===== src/rtl/spi_cmd_if.sv =====
// spi_cmd_if: command/response handshake between a host and spi_cmd_master.
interface spi_cmd_if;
  logic       cmd_valid;
  logic       cmd_ready;
  logic       cmd_rw;
  logic [9:0] cmd_word;
  logic       rsp_valid;
  logic [7:0] rsp_data;
  modport master(output cmd_valid, cmd_rw, cmd_word, input cmd_ready, rsp_valid, rsp_data);
  modport slave(input cmd_valid, cmd_rw, cmd_word, output cmd_ready, rsp_valid, rsp_data);
endinterface


===== src/rtl/spi_cmd_master.sv =====
// spi_cmd_master: frames host command words onto SS_n/MOSI (one bit per clk) and captures read bytes from MISO.
module spi_cmd_master #(
  parameter int POST_HOLD = 2,
  parameter int RD_LAT    = 2,
  parameter int RD_BITS   = 8,
  parameter int IDLE_GAP  = 2
) (
  input  logic        clk,
  input  logic        rst_n,
  spi_cmd_if.slave    cmd,
  output logic        busy,
  output logic        SS_n,
  output logic        MOSI,
  input  logic        MISO
);
  typedef enum logic [2:0] {IDLE, CMD, SHIFT, HOLD, RD_WAIT, RD_CAP, GAP} state_t;
  state_t      state, nxt;
  logic [3:0]  cnt, cnt_nxt;
  logic        rw;
  logic [9:0]  word;
  logic [7:0]  sr, sr_nxt;
  logic        accept, cap, ss_nxt, mosi_nxt, done;
  assign accept = state == IDLE && cmd.cmd_valid && cmd.cmd_ready;
  assign cap    = rw && word[9:8] == 2'b11;
  always_comb begin
    nxt = state;
    case (state)
      IDLE:    nxt = accept ? CMD : IDLE;
      CMD:     nxt = SHIFT;
      SHIFT:   if (cnt == 4'd9) nxt = cap ? (RD_LAT == 0 ? RD_CAP : RD_WAIT) : (POST_HOLD == 0 ? GAP : HOLD);
      HOLD:    if (int'(cnt) == POST_HOLD - 1) nxt = GAP;
      RD_WAIT: if (int'(cnt) == RD_LAT - 1) nxt = RD_CAP;
      RD_CAP:  if (int'(cnt) == RD_BITS - 1) nxt = GAP;
      GAP:     if (int'(cnt) == IDLE_GAP - 1) nxt = IDLE;
      default: nxt = IDLE;
    endcase
    cnt_nxt  = nxt == state ? cnt + 4'd1 : 4'd0;
    sr_nxt   = state == RD_CAP ? (sr >> 1) | (8'(MISO) << (RD_BITS - 1)) : sr;
    done     = state == RD_CAP && nxt == GAP;
    ss_nxt   = nxt == IDLE || nxt == GAP;
    mosi_nxt = nxt == CMD ? cmd.cmd_rw : nxt == SHIFT ? word[cnt_nxt] : 1'b0;
  end
  always_ff @(posedge clk or negedge rst_n)
    if (!rst_n) begin
      state <= IDLE;
      cnt   <= '0;
      rw    <= 1'b0;
      word  <= '0;
      sr    <= '0;
    end else begin
      state <= nxt;
      cnt   <= cnt_nxt;
      sr    <= sr_nxt;
      if (accept) begin
        rw   <= cmd.cmd_rw;
        word <= cmd.cmd_word;
      end
    end
  // Every output is registered from the next-state view, so it lines up with the state it describes.
  always_ff @(posedge clk or negedge rst_n)
    if (!rst_n) begin
      SS_n          <= 1'b1;
      MOSI          <= 1'b0;
      busy          <= 1'b0;
      cmd.cmd_ready <= 1'b0;
      cmd.rsp_valid <= 1'b0;
      cmd.rsp_data  <= '0;
    end else begin
      SS_n          <= ss_nxt;
      MOSI          <= mosi_nxt;
      busy          <= nxt != IDLE;
      cmd.cmd_ready <= nxt == IDLE;
      cmd.rsp_valid <= done;
      if (done) cmd.rsp_data <= sr_nxt;
    end
endmodule


===== src/flat_wrapper.sv =====
// flat-port wrapper written by rule: the top's interface ports become plain ports
module spi_cmd_master_flat 
#(
  parameter int POST_HOLD = 2,
  parameter int RD_LAT    = 2,
  parameter int RD_BITS   = 8,
  parameter int IDLE_GAP  = 2
)
  (clk, rst_n, busy, SS_n, MOSI, MISO, cmd_cmd_valid, cmd_cmd_rw, cmd_cmd_word, cmd_cmd_ready, cmd_rsp_valid, cmd_rsp_data);
  spi_cmd_if cmd_i ();
  input  logic clk;
  input  logic rst_n;
  output logic busy;
  output logic SS_n;
  output logic MOSI;
  input  logic MISO;
  input wire logic [$bits(cmd_i.cmd_valid)-1:0] cmd_cmd_valid;
  input wire logic [$bits(cmd_i.cmd_rw)-1:0] cmd_cmd_rw;
  input wire logic [$bits(cmd_i.cmd_word)-1:0] cmd_cmd_word;
  output wire logic [$bits(cmd_i.cmd_ready)-1:0] cmd_cmd_ready;
  output wire logic [$bits(cmd_i.rsp_valid)-1:0] cmd_rsp_valid;
  output wire logic [$bits(cmd_i.rsp_data)-1:0] cmd_rsp_data;
  assign cmd_i.cmd_valid = cmd_cmd_valid;
  assign cmd_i.cmd_rw = cmd_cmd_rw;
  assign cmd_i.cmd_word = cmd_cmd_word;
  assign cmd_cmd_ready = cmd_i.cmd_ready;
  assign cmd_rsp_valid = cmd_i.rsp_valid;
  assign cmd_rsp_data = cmd_i.rsp_data;
  spi_cmd_master #(.POST_HOLD(POST_HOLD), .RD_LAT(RD_LAT), .RD_BITS(RD_BITS), .IDLE_GAP(IDLE_GAP)) u_core (.clk(clk), .rst_n(rst_n), .cmd(cmd_i), .busy(busy), .SS_n(SS_n), .MOSI(MOSI), .MISO(MISO));
endmodule

===== config.mk =====
export PLATFORM = sky130hd
export DESIGN_NAME = spi_cmd_master_flat
export DESIGN_NICKNAME = d
export VERILOG_FILES = /design/src/rtl/spi_cmd_if.sv /design/src/rtl/spi_cmd_master.sv /design/src/flat_wrapper.sv
export SDC_FILE = /design/constraint.sdc
export NUM_CORES = 1
export LEC_CHECK = 0
export BUFFER_PORTS_ARGS = -buffer_cell sky130_fd_sc_hd__buf_2
export CAP_MARGIN = 20
export CORE_AREA = 5 5 64 89
export DETAILED_ROUTE_END_ITERATION = 16
export DIE_AREA = 0 0 69 94
export GPL_ROUTABILITY_DRIVEN = 0
export RECOVER_POWER = 25
export SYNTH_ARGS = -nofsm -noshare
export SYNTH_HDL_FRONTEND = slang
export SYNTH_SLANG_ARGS = --single-unit

===== constraint.sdc =====
create_clock -name clk -period 2 [get_ports clk]
set_clock_uncertainty 0.15 [all_clocks]
set_input_delay 0.4 -clock clk [delete_from_list [all_inputs] [get_ports clk]]
set_output_delay 0.4 -clock clk [all_outputs]
set_load 0.05 [all_outputs]

# Yosys cells after proc, flatten, opt, wreduce, memory -nomap -nowiden
# Index checks and enable logic that the tools add are counted.
# op_classes
add_sub_neg	1
magnitude_cmp	1
eq_ne	14
mux	14
bitwise	1
n_reduce_logical	8
# ops
operator	n
case mux 3 bit (7 select lines)	1
2-to-1 mux 3 bit	6
== test 3 bit, second input constant	4
== test 3 x 2 -> 1 bit, second input constant	3
== test 4 bit, second input constant	2
2-to-1 mux 8 bit	1
bitwise OR 7 x 8 -> 8 bit	1
== test 3 x 1 -> 1 bit, second input constant	2
logical NOT 3 bit	2
less-than comparator 4 x 5 -> 1 bit, second input constant	1
adder 4 x 1 -> 4 bit, second input constant	1
binary-select mux 1 bit (select 4 bit)	1
== test 4 x 2 -> 1 bit, second input constant	1
logical AND 1 bit	4
2-to-1 mux 1 bit	4
2-to-1 mux 4 bit	1
== test 3 bit	1
nonzero test 3 bit	1
== test 2 bit, second input constant	1
logical OR 1 bit	1
# totals
regBits	39
input_bits	15
wordCells	50

# Logic depth before layout (Yosys ltp)
# logic_depth
ltp_word	11
depth_mapped	8
ltp_nobuf	8

# Worst setup path after synthesis
# Ideal clock, no wire load.
# synth_timing
path_kind	register -> register
from	register u_core.cnt[1]
to	register u_core.MOSI
setup_ns	0.078
arrival_time_ns	1.656
t_required_ns	1.772
path_slack_ns	0.116
path_stages_with_launch	9
path_buffers	0
synth_period_minus_slack_ns	1.884
path_cell_list	dfrtp_1 -> inv_1 -> ha_1 -> or3b_1 -> a32oi_2 -> nand4_2 -> nor2_2 -> nand3_1 -> a21oi_1
# synth_between
elab_chain_len	9
elab_cells_between_ends	18
# synth_lines
element	line_no	rtl
start: declaration	spi_cmd_master.sv:18	logic [3:0] cnt, cnt_nxt;
start signal: assignment	spi_cmd_master.sv:52	cnt <= cnt_nxt;
== test 4 x 2 -> 1 bit (tied with other cells)	spi_cmd_master.sv:31, spi_cmd_master.sv:32, spi_cmd_master.sv:34	
2-to-1 mux 3 bit (on tied branches)	-	
case mux 3 bit (7 select lines) (*)	spi_cmd_master.sv:27	case (state)
named net u_core.nxt[0]	spi_cmd_master.sv:17	state_t state, nxt;
== test 3 bit	spi_cmd_master.sv:37	cnt_nxt = nxt == state ? cnt + 4'd1 : 4'd0;
2-to-1 mux 4 bit	spi_cmd_master.sv:37	
binary-select mux 1 bit (select 4 bit)	spi_cmd_master.sv:41	mosi_nxt = nxt == CMD ? cmd.cmd_rw : nxt == SHIFT ? word[cnt_nxt] : 1'b0;
2-to-1 mux 1 bit (not written as such)	spi_cmd_master.sv:41	
2-to-1 mux 1 bit	spi_cmd_master.sv:41	
2-to-1 mux 1 bit (*)	spi_cmd_master.sv:41	
named net u_core.mosi_nxt	spi_cmd_master.sv:22	logic accept, cap, ss_nxt, mosi_nxt, done;
end signal: assignment	spi_cmd_master.sv:70	MOSI <= mosi_nxt;
end: declaration	spi_cmd_master.sv:13	output logic MOSI,
# The timed path passes the listed nets; every way through them passes the cells marked *. The select of a mux whose other input is x is not followed.
# A chain may end at the register's enable or synchronous reset.

# Worst setup path in the final report
# Same ends and word-level chain as after synthesis.

==> impl_metrics.ini <==
[timing]
fin_hold_ws_ps = 141
rsz0062_at_grt = yes
fmax_mhz = 520
slew-limit-headroom_pct = 38.8
final_hold_viol_count = 0
setup_tns_ps = 0
finalSetupViolations = 0
drv_slew = 0
period_share_pct = 96.1
fin_crit_ps = 1920
worstMarginPinSlew_ps = 917

[yosys]
yosys.area.top_type = dfrtp_1
synth.distinct_cells = 43
synth_area_leaders = dfrtp_1 (50%), nand2_1 (12%), mux2_2 (6.1%)
syn-num-nets = 199
ys_warn_count = 0
ys_top_cells_by_count = nand2_1 (58), dfrtp_1 (37), mux2_2 (10)
synthFlopType = dfrtp_1
ys_seq_area_share_pct = 51.7
synthArstFlopShare_pct = 100
syn_inst = 182
synth-edff-count = 0
syn_avg_cell_area_um2 = 10.1
syn-cell-area_um2 = 1840
synth.ff_latch_count = 38
synth_top_area_share_pct = 50.3
yosysMostFrequentCell = nand2_1

[global_route]
overflow = 0
grt_pass1_vias = 1378
track_usage_pct = 12.5
grt_max_degree = 39
grt_pass1_wl_mm = 6.47
antenna_found_initial = 0

[floorplan]
core_um2 = 4800
pin_count = 28
die_w_um = 69
die_h_um = 94
fp.dieArea_um2 = 6490
initial_core_util_pct = 38.3
rows = 30

[setup_path]
r2r_slack_ps = 80
crit_start = u_core.cnt[1]
worst_r2r_endpoint = u_core.MOSI
cp_max_fo = 4
critPathKind = reg2reg
rr_startpoint = u_core.cnt[1]
end_kind = register
critPathRequiredTime_ps = 2070
r2r_cells = 8
critPathLaunchType = register
cp.arrival_ps = 1990

[clock_network]
cts_tree = built
cts.clk_slew.worst_paths_ps = 80
cts.sinks = 38
htreeDepth = 2
worstSkewPairLatency_ps = 290
cts_root_buffer = clkbuf_8
cts_made_buffers = 5
cts_buffer_depth = 2

[drt]
vias = 1437
avgViaCountPerCell = 4.96
drt-total-wl_mm = 3.91
final_antenna_net_count = 0
drtPass1Iterations = 4
wl_per_cell_um = 13.5
drt_iter0_markers = 43
route.detailed.drc = 0

[placed_design]
io_buffers = 27
placed_cells = 279
place_area_um2 = 2120
hpwl_mm = 2.87

[cells_and_area]
diodes = 0
nets = 242
register_area_um2 = 952
multi_input_area_um2 = 846
fin_util_pct = 48.0
final-instance-count-excl-fill = 290
drive_gt1_share_pct = 35.4
fillCellCount = 506
area_growth_pct = 25.4
fin_area_um2 = 2310

[hold_path]
whs_path_depth = 3
hold_start = cmd_cmd_word[6]
hold_class = in2reg
min_to = u_core.word[6]

[job]
drv_cap = 0

[status]
status = finished clean

[power_and_ir_drop]
ir_drop_v = 0.000854
leakage_nw = 1.18
power_density_nw_per_um2 = 1410
-- kinds of logic (layout without fill, tap and decap cells) --
logic type / Yosys count / count (layout) / synth area share [%]
multiplexers: 12 / 12 / 8.57
XOR/XNOR: 2 / 2 / 0.952
adder cells (fa/ha/maj): 2 / 2 / 1.36
flip-flops: 38 / 38 / 51.7
AND/OR/NAND/NOR: 95 / 95 / 25.0
buffers and inverters: 15 / 59 / 4.62
AO/OA/AOI/OAI: 18 / 18 / 7.82
-- area by class of cell --
cell class / count / area share [%]
Timing Repair Buffer: 45 / 11.7
Multi-Input combinational cell: 129 / 36.6
Sequential cell: 38 / 41.2
Clock buffer: 5 / 2.98
Clock inverter: 3 / 2.98
Tap cell: 64 / 3.47
Inverter: 6 / 0.976
-- cells in the final DEF, fill, tap and decap left out, drive strengths merged, types with 2 or more instances in the layout --
cell / instances
or3: 3
buf: 43
a32oi: 2
a21oi: 4
bufinv: 2
dfrtp: 37
nand2b: 5
inv: 6
mux4: 2
and3b: 3
ha: 2
nor2: 8
nand4: 4
mux2: 10
o21ai: 5
nand3: 4
clkbuf: 6
nand2: 58
-- state kept, by name, summed over array words and instances, names as in the netlist --
register and count:
u_core.cmd.rsp_data 8, u_core.MOSI 1, u_core.word 10, u_core.cnt 4, u_core.rw 1, u_core.SS_n 1
u_core.sr 7, u_core.cmd.rsp_valid 1, u_core.cmd.cmd_ready 1, u_core.state 3, u_core.busy 1
-- metal layers --
| layer | vias to the layer above | global-route usage, % | part of all wire, % |
|---|---|---|---|
| met1 | 713 | 14.2 | 43 |
| met2 | 22 | 22.3 | 53 |
| met5 | - | 0 | 0 |
| li1 | 698 | - | - |
| met4 | 0 | 5.70 | 1.2 |
| met3 | 4 | 2.89 | 2.7 |
-- report_power, final --
group          switching (W)  internal (W)  leakage (nW)
Sequential          0.000181      0.000980         0.494
Combinational       0.000689      0.000622         0.616
Clock               0.000278      0.000500        0.0683
-- how the worst max path moves through the flow --
stage	depth (start not counted)	to
global route	8	u_core.MOSI
global placement	7	u_core.MOSI
finish	8	u_core.MOSI
detailed placement	7	u_core.MOSI
floorplan	8	u_core.MOSI
CTS	8	u_core.MOSI
-- critical path, stage by stage, from the launching register on --
cell and delay (ps):
dfrtp_1 410, inv_2 70, ha_4 130, or3b_4 380, a32oi_2 200, nand4_2 140, nor2_2 160, nand3_1 90
a21oi_1 130
-- through the flow --
stage                     setup WS, ps  total power (W)
after floorplan                    116          0.00202
after global placement            18.4          0.00234
after detailed placement         -28.8          0.00236
after CTS                         2.36          0.00317
after global routing             -29.7          0.00347
final                             78.4          0.00325
-- repair_timing --
item / CTS / global route
endpoints found under the setup margin: 1 / 3
hold buffers: 1 / 0
pin swaps: 1 / 5
buffers inserted: 1 / 1
cloned: 0 / 0
resized for setup: 1 / 8
hold endpoints to repair: 37 / 0
Power figures use the tool's default switching activity.
